File: src/rtl/uart_pkg.sv
// Shared UART definitions for the TX framer and the RX checker:
// FSM state encoding, parity selectors and line levels.
package uart_pkg;

    typedef enum logic [2:0] {
        IDLE   = 3'd0,
        START  = 3'd1,
        DATA   = 3'd2,
        PARITY = 3'd3,
        STOP   = 3'd4
    } uart_tx_state_t;

    localparam logic PAR_EVEN   = 1'b0;
    localparam logic PAR_ODD    = 1'b1;

    localparam logic START_BIT  = 1'b0;
    localparam logic STOP_BIT   = 1'b1;
    localparam logic IDLE_LEVEL = 1'b1;

endpackage

File: src/rtl/uart_tx_if.sv
// Parallel-word handshake and serial line of the UART transmitter.
// The master presents words; the slave (uart_tx) returns TX_OUT and Busy.
interface uart_tx_if #(
    parameter int DATA_WIDTH = 8
);
    logic [DATA_WIDTH-1:0] P_DATA;
    logic                  Data_Valid;
    logic                  PAR_EN;
    logic                  PAR_TYP;
    logic                  TX_OUT;
    logic                  Busy;

    modport master (
        output P_DATA, Data_Valid, PAR_EN, PAR_TYP,
        input  TX_OUT, Busy
    );

    modport slave (
        input  P_DATA, Data_Valid, PAR_EN, PAR_TYP,
        output TX_OUT, Busy
    );
endinterface

File: src/rtl/uart_tx_serializer.sv
// Load/shift register plus bit counter for the UART transmitter.
// cur_bit is the next data bit to put on the line; last_bit flags bit DATA_WIDTH-1.
module uart_tx_serializer #(
    parameter int DATA_WIDTH = 8
) (
    input  logic                  CLK,
    input  logic                  RST,
    input  logic                  load,
    input  logic [DATA_WIDTH-1:0] load_data,
    input  logic                  shift,
    input  logic                  advance,
    output logic                  cur_bit,
    output logic                  last_bit
);
    localparam int CW = $clog2(DATA_WIDTH);

    logic [DATA_WIDTH-1:0] shreg;
    logic [CW-1:0]         bit_cnt;

    always_ff @(posedge CLK or negedge RST) begin
        if (!RST) begin
            shreg   <= '0;
            bit_cnt <= '0;
        end else if (load) begin
            shreg   <= load_data;
            bit_cnt <= '0;
        end else begin
            if (shift)
                shreg <= {1'b0, shreg[DATA_WIDTH-1:1]};
            if (advance)
                bit_cnt <= bit_cnt + CW'(1);
        end
    end

    assign cur_bit  = shreg[0];
    assign last_bit = (bit_cnt == CW'(DATA_WIDTH - 1));
endmodule

File: src/rtl/uart_tx.sv
// UART transmit framer: start, DATA_WIDTH data bits LSB first, optional parity, stop.
// Define UART_TX_TWO_STOP_EN for a two-cycle stop bit.
//
// state  | meaning
// IDLE   | line high, Busy low, waiting for Data_Valid
// START  | start bit on the line
// DATA   | data bit bit_cnt on the line
// PARITY | latched parity bit on the line
// STOP   | stop bit on the line (two cycles with UART_TX_TWO_STOP_EN)
module uart_tx
    import uart_pkg::*;
#(
    parameter int DATA_WIDTH = 8
) (
    input  logic     CLK,
    input  logic     RST,
    uart_tx_if.slave bus
);
    uart_tx_state_t state;
    logic           tx_out_q;
    logic           busy_q;
    logic           par_en_q;
    logic           par_bit_q;
    logic           par_calc;
    logic           ser_load;
    logic           ser_shift;
    logic           ser_advance;
    logic           ser_bit;
    logic           ser_last;
`ifdef UART_TX_TWO_STOP_EN
    logic           stop_cnt;
`endif

    assign par_calc    = (bus.PAR_TYP == PAR_ODD) ? ~^bus.P_DATA : ^bus.P_DATA;
    assign ser_load    = (state == IDLE) && bus.Data_Valid;
    // START already emits bit 0, so the shifter moves there but the counter does not.
    assign ser_shift   = (state == START) || ((state == DATA) && !ser_last);
    assign ser_advance = (state == DATA) && !ser_last;

    uart_tx_serializer #(
        .DATA_WIDTH (DATA_WIDTH)
    ) u_serializer (
        .CLK       (CLK),
        .RST       (RST),
        .load      (ser_load),
        .load_data (bus.P_DATA),
        .shift     (ser_shift),
        .advance   (ser_advance),
        .cur_bit   (ser_bit),
        .last_bit  (ser_last)
    );

    always_ff @(posedge CLK or negedge RST) begin
        if (!RST) begin
            state     <= IDLE;
            tx_out_q  <= IDLE_LEVEL;
            busy_q    <= 1'b0;
            par_en_q  <= 1'b0;
            par_bit_q <= 1'b0;
`ifdef UART_TX_TWO_STOP_EN
            stop_cnt  <= 1'b0;
`endif
        end else begin
            case (state)
                IDLE: begin
                    if (bus.Data_Valid) begin
                        par_en_q  <= bus.PAR_EN;
                        par_bit_q <= par_calc;
                        tx_out_q  <= START_BIT;
                        busy_q    <= 1'b1;
                        state     <= START;
                    end else begin
                        tx_out_q  <= IDLE_LEVEL;
                        busy_q    <= 1'b0;
                    end
                end
                START: begin
                    tx_out_q <= ser_bit;
                    state    <= DATA;
                end
                DATA: begin
                    if (!ser_last) begin
                        tx_out_q <= ser_bit;
                    end else if (par_en_q) begin
                        tx_out_q <= par_bit_q;
                        state    <= PARITY;
                    end else begin
                        tx_out_q <= STOP_BIT;
                        state    <= STOP;
                    end
                end
                PARITY: begin
                    tx_out_q <= STOP_BIT;
                    state    <= STOP;
                end
                STOP: begin
`ifdef UART_TX_TWO_STOP_EN
                    if (!stop_cnt) begin
                        stop_cnt <= 1'b1;
                        tx_out_q <= STOP_BIT;
                    end else begin
                        stop_cnt <= 1'b0;
                        tx_out_q <= IDLE_LEVEL;
                        busy_q   <= 1'b0;
                        state    <= IDLE;
                    end
`else
                    tx_out_q <= IDLE_LEVEL;
                    busy_q   <= 1'b0;
                    state    <= IDLE;
`endif
                end
                default: begin
                    tx_out_q <= IDLE_LEVEL;
                    busy_q   <= 1'b0;
                    state    <= IDLE;
                end
            endcase
        end
    end

    assign bus.TX_OUT = tx_out_q;
    assign bus.Busy   = busy_q;
endmodule

File: src/flat_wrapper.sv
// flat-port wrapper written by rule: the top's interface ports become plain ports
module uart_tx_flat import uart_pkg::*;
#(
    parameter int DATA_WIDTH = 8
)
  (CLK, RST, bus_P_DATA, bus_Data_Valid, bus_PAR_EN, bus_PAR_TYP, bus_TX_OUT, bus_Busy);
  uart_tx_if #(.DATA_WIDTH(DATA_WIDTH)) bus_i ();
  input  logic CLK;
  input  logic RST;
  input wire logic [$bits(bus_i.P_DATA)-1:0] bus_P_DATA;
  input wire logic [$bits(bus_i.Data_Valid)-1:0] bus_Data_Valid;
  input wire logic [$bits(bus_i.PAR_EN)-1:0] bus_PAR_EN;
  input wire logic [$bits(bus_i.PAR_TYP)-1:0] bus_PAR_TYP;
  output wire logic [$bits(bus_i.TX_OUT)-1:0] bus_TX_OUT;
  output wire logic [$bits(bus_i.Busy)-1:0] bus_Busy;
  assign bus_i.P_DATA = bus_P_DATA;
  assign bus_i.Data_Valid = bus_Data_Valid;
  assign bus_i.PAR_EN = bus_PAR_EN;
  assign bus_i.PAR_TYP = bus_PAR_TYP;
  assign bus_TX_OUT = bus_i.TX_OUT;
  assign bus_Busy = bus_i.Busy;
  uart_tx #(.DATA_WIDTH(DATA_WIDTH)) u_core (.CLK(CLK), .RST(RST), .bus(bus_i));
endmodule
File: config.mk
export PLATFORM = sky130hd
export DESIGN_NAME = uart_tx_flat
export DESIGN_NICKNAME = d
export VERILOG_FILES = /design/src/rtl/uart_pkg.sv /design/src/rtl/uart_tx_if.sv /design/src/rtl/uart_tx_serializer.sv /design/src/rtl/uart_tx.sv /design/src/flat_wrapper.sv
export SDC_FILE = /design/constraint.sdc
export NUM_CORES = 1
export LEC_CHECK = 0
export ABC_CLOCK_PERIOD_IN_PS = 2100
export BUFFER_PORTS_ARGS = -buffer_cell sky130_fd_sc_hd__buf_2
export CAP_MARGIN = 10
export CORE_UTILIZATION = 54
export DETAILED_ROUTE_END_ITERATION = 6
export GPL_ROUTABILITY_DRIVEN = 0
export PLACE_DENSITY = 0.76
export SETUP_SLACK_MARGIN = 0.15
export SLEW_MARGIN = 20
export SYNTH_ARGS = -nofsm -noshare
export SYNTH_HDL_FRONTEND = slang
export SYNTH_SLANG_ARGS = --single-unit
File: constraint.sdc
create_clock -name CLK -period 2.1 [get_ports CLK]
set_input_delay 0.21 -clock CLK [delete_from_list [all_inputs] [get_ports CLK]]
set_output_delay 0.21 -clock CLK [all_outputs]
set_load 0.1 [all_outputs]
# [After elaboration in Yosys (flattened, before gate mapping)]
# Cells that the tools add are included.
[totals] register_bits=18 inputBits=13
[classes] add_sub_neg=1 eq_ne=6 mux=15 reduce_logical=12
[ops] op="$mux 8" n=2
[ops] op="$mux 3" n=5
[ops] op="$pmux 3 s4" n=1
[ops] op="$reduce_xnor 8->1" n=1
[ops] op="$reduce_xor 8->1" n=1
[ops] op="$eq 3x2->1 const B" n=2
[ops] op="$mux 1" n=5
[ops] op="$reduce_and 2->1" n=2
[ops] op="$reduce_bool 2->1" n=2
[ops] op="$add 3x1->3 const B" n=1
[ops] op="$eq 3x1->1 const B" n=1
[ops] op="$eq 3x3->1 const B" n=1
[ops] op="$logic_not 3->1" n=1
[ops] op="$pmux 1 s3" n=1
[ops] op="$reduce_or 3->1" n=1
[ops] op="$logic_and 1x1->1" n=2
[ops] op="$ne 2x1->1 const B" n=1
[ops] op="$ne 2x2->1 const B" n=1
[ops] op="$pmux 1 s2" n=1
[ops] op="$logic_not 1->1" n=1
[ops] op="$logic_or 1x1->1" n=1

# [Depth between registers and ports, before layout]
[logic_depth] word_depth=6 depth_mapped=7 mapped_depth_nobuf=6

# [By module]
# A second synthesis with hierarchy kept.
[hier_totals] hier_cells=90 area_unflattened_um2=949.7
[by_module_without_submodules] mod="uart_tx_serializer" instances=1 cells_each=46 area_per_inst_um2=516.7 seq_area_each_um2=275.3
[by_module_without_submodules] mod="uart_tx" instances=1 cells_each=44 area_per_inst_um2=432.9 seq_area_each_um2=176.4

# [Least setup slack after synthesis]
# No wires, ideal clock.
[synth_timing] path_kind="register to register" start="reg u_core.u_serializer.bit_cnt[0]" end="reg u_core.u_serializer.shreg[0]" setup_ps=123 arrival_ps=1430 path_slack_ps=548 stages_incl_launch_ff=8 path_buffers=1 synth_period_minus_slack_ps=1552 cell_sequence="dfrtp_1 ha_1 ha_1 nor3b_4 o21bai_2 buf_6 mux2i_1 a21oi_1"
[synth_via] elab_chain_cells=5
[synth_rtl] element="start: declaration" line="uart_tx_serializer.sv:18" source="logic [CW-1:0] bit_cnt;"
[synth_rtl] element="start signal: assignment" line="uart_tx_serializer.sv:31" source="bit_cnt <= bit_cnt + CW'(1);"
[synth_rtl] element="$eq 3x3->1" line="uart_tx_serializer.sv:36" source="assign last_bit = (bit_cnt == CW'(DATA_WIDTH - 1));"
[synth_rtl] element="$logic_not 1->1" line="uart_tx.sv:37" source="assign ser_shift = (state == START) || ((state == DATA) && !ser_last);"
[synth_rtl] element="$logic_and 1x1->1" line="uart_tx.sv:37"
[synth_rtl] element="$logic_or 1x1->1" line="uart_tx.sv:37"
[synth_rtl] element="$reduce_bool 2->1 (no line)"
[synth_rtl] element="end signal: assignment" line="uart_tx_serializer.sv:25" source="shreg <= load_data;"
[synth_rtl] element="end signal: assignment" line="uart_tx_serializer.sv:29" source="shreg <= {1'b0, shreg[DATA_WIDTH-1:1]};"
[synth_rtl] element="end: declaration" line="uart_tx_serializer.sv:17" source="logic [DATA_WIDTH-1:0] shreg;"
# Every way passes these cells.
# A chain may end at the register's enable or synchronous reset.

# [Final worst setup path]
[layout_timing] start="reg u_core.u_serializer.bit_cnt[0]" end="reg u_core.u_serializer.shreg[6]"
# Same word-level chain as after synthesis.

==> flow_summary.yaml <==
die:
  coreArea_mm2: 0.00173
  chipHeight_um: 44.8
  initial_utilization_pct: 57.2
  die_w_um: 44.8
  ios: 15
  core.rowCount: 15
  die_area_mm2: 0.00201
finish:
  areaGrowthSynthToFinish_pct: 9.75
  layout.nets: 122
  antennaDiodeCount: 0
  drive_above_1_share_pct: 22.6
  finalNonFillerCells: 131
placement:
  dp_hpwl_um: 1090
  pre_cts_ws_ns: 0.270
  port_buffers: 14
  dp_cells: 126
sta:
  fin_crit_sh_pct: 80.1
  tns_ns: 0
  fin_crit_ns: 1.68
  fin_ws_ns: 0.418
  setup_violations: 0
  fmax_mhz: 594
  drv_slew: 0
  hold_viol: 0
  tightest_slew_ns: 0.519
  slew_headroom_pct: 65.3
  clock-skew-final_ns: 0.00601
  rsz0062_at_grt: "no"
synthesis:
  synth_flop_cell: "dfrtp_1"
  synth.top_cell.area_share_pct: 43.0
  ys_seq_elements: 18
  synth.most_common_cell: "dfrtp_1"
  synth.top_cells.by_count: "dfrtp_1 (17), nor2_1 (13), a21oi_1 (10), mux2i_1 (9), nand2_1 (6)"
  ys_seq_area_share_pct: 45.7
  syn_area_um2: 988
  synth_area_leader_cell: "dfrtp_1"
  async_reset_ff_share_pct: 100
  syn_area_per_cell_um2: 10.7
  synth.area.top_cells: "dfrtp_1 (43%), mux2i_1 (9.1%), a21oi_1 (5.1%)"
  syn_inst: 92
  yosysWarnings: 0
  ys_types: 29
  synth-edff-count: 0
  synth_nets: 107
clocking:
  cts_made_buffers: 3
  clock_latency_ns: 0.28
  clockRootBuffer: "clkbuf_4"
  cts_tree: "built"
  cts_sinks: 18
  cts_buffer_depth: 2
  cts_htree_levels: 1
  clk_pin_slew_ns: 0.10
  cts_setup_buffers: 0
min_path:
  hold_path_class: "in2reg"
  worstHoldEndpoint: "u_core.par_en_q"
  whs_path_depth: 3
  min_from: "bus_PAR_EN"
critical_path:
  crit_top_cell: "ha_1"
  r2r_setup_slack_ns: 0.42
  critPathMaxFanout: 9
  cp-end-kind: "register"
  cp-start-kind: "register"
  max_stage_delay_ns: 0.38
  critPathKind: "reg2reg"
  crit_chain: "ha_1, ha_1, nor3b_4, o21bai_4, mux2i_1, a21oi_1"
  r2r-end: "u_core.u_serializer.shreg[6]"
  cp.required_ns: 2.24
  crit_family: "adder cells"
  r2r_start: "u_core.u_serializer.bit_cnt[0]"
  critPathArrivalTime_ns: 1.82
  worst_r2r_path_depth: 6
  crit_buf_inv: 0
  cpMaxStageDelayCell: "dfrtp_1"
detailed_routing:
  drtIter0Drc: 2
  firstDrtPassIters: 2
  num_vias: 643
  ant_nets: 0
  viasPerCell: 4.91
  drc: 0
  wl_per_cell_um: 11.3
  totalWireLength_um: 1480
global_route:
  use_met2_pct: 27.4
  grt_max_degree: 19
  grt_pass1_vias: 621
  grt_util_met1_pct: 23.1
  antenna_found_initial: 0
  grt_pass1_wl_um: 2500
  grt_use_met3_pct: 3.60
  grt_overflow: 0
  grt.busiest_layer: "met2"
  grtUsageTotal_pct: 17.0
power:
  peakVddDrop_mv: 0.779
  power_frac_seq_pct: 40.3
  power.density_mw_per_mm2: 1490
  leakage_nw: 0.531
  p_clk_share_pct: 10.5
  p_sw_uw: 679
  combinationalPowerShare_pct: 49.2
  switching_share_pct: 42.1
  power_mw: 1.61
  internal_power_uw: 934
outcome:
  outcome: "finished clean"
flow_run:
  max_cap_violations: 0
## per-layer routing
metal | share of wire (%) | up-vias | wire [um]
met5 | 0 | - | 0
met4 | 0.81 | 0 | 12
met3 | 2.6 | 2 | 39
met2 | 46 | 13 | 686
met1 | 50 | 289 | 741
li1 | - | 339 | -
## through the flow
stage | cell area (um2) | util [%] | hold WS (ns)
final | 1080 | 62.8 | 0.130
after detailed placement | 1040 | 60.3 | 0.155
after global routing | 1080 | 62.8 | 0.107
after CTS | 1080 | 62.4 | 0.125
after floorplan | 988 | - | -0.0856
after global placement | 1040 | 60.3 | 0.153
## final cells by class
cell class                 count  area (um2)
sequential                    18         452
tap                           25        31.3
timing repair buffer          16        87.6
clock buffer                   4        26.3
fill                         154         642
inverter                       2        7.51
multi-input combinational     66         480
## tightest hold or removal path: stages
cell     delay, ns
buf_2         0.07
nand2_1       0.04
o21ai_0       0.06
## registers in the layout, summed over array words and instances, names as in the netlist
signal and cells:
u_core.u_serializer.shreg 8, u_core.state 3, u_core.u_serializer.bit_cnt 3, u_core.bus.Busy 1, u_core.bus.TX_OUT 1, u_core.par_bit_q 1, u_core.par_en_q 1
## cell families (layout without fill, tap and decap cells)
logic type	after synthesis	count (layout)	share of synthesized area, %
xor+xnor	8	8	8.48
flops	18	18	45.7
compound gates	18	18	10.4
fa+ha+maj	2	2	2.53
buf+inv	8	22	6.46
simple gates	29	29	17.3
mux	9	9	9.11
## how the worst max path moves through the flow
stage	startpoint	to	slack (ns)	cells after the start
finish	u_core.u_serializer.bit_cnt[0]	u_core.u_serializer.shreg[6]	0.42	6
global route	u_core.u_serializer.bit_cnt[0]	u_core.u_serializer.shreg[4]	0.30	6
CTS	u_core.u_serializer.bit_cnt[0]	u_core.u_serializer.shreg[6]	0.25	6
detailed placement	u_core.u_serializer.bit_cnt[0]	u_core.u_serializer.shreg[4]	0.27	6
global placement	u_core.u_serializer.bit_cnt[0]	u_core.u_serializer.shreg[1]	0.33	6
floorplan	u_core.u_serializer.bit_cnt[0]	u_core.u_serializer.shreg[0]	0.55	7
## power by group through the flow
stage	sequential [mW]	combinational [mW]	clock, mW
final	0.650	0.793	0.169
after global routing	0.671	0.880	0.200
after detailed placement	0.659	0.779	0
after global placement	0.651	0.762	0
after floorplan	0.728	0.636	0
after CTS	0.650	0.785	0.175
## what timing repair did
action / in CTS / in global routing
endpoints found under the setup margin: 0 / 2
endpoints found under the hold margin: 17 / 0
gates resized for setup: 0 / 1
hold buffers: 1 / 0
## cells in the final DEF (no fill, tap or decap), types with 2 or more instances in the layout
cell       n
buf_2     14
inv_1      2
nor3_1     2
o21ai_1    2
mux2i_1    9
nor2_1    13
clkbuf_4   3
xnor2_1    5
xor2_1     2
ha_1       2
dfrtp_1   17
o21ai_0    2
a21oi_1   10
nand2_1    6
No activity file was read; power rests on OpenSTA's default activity.
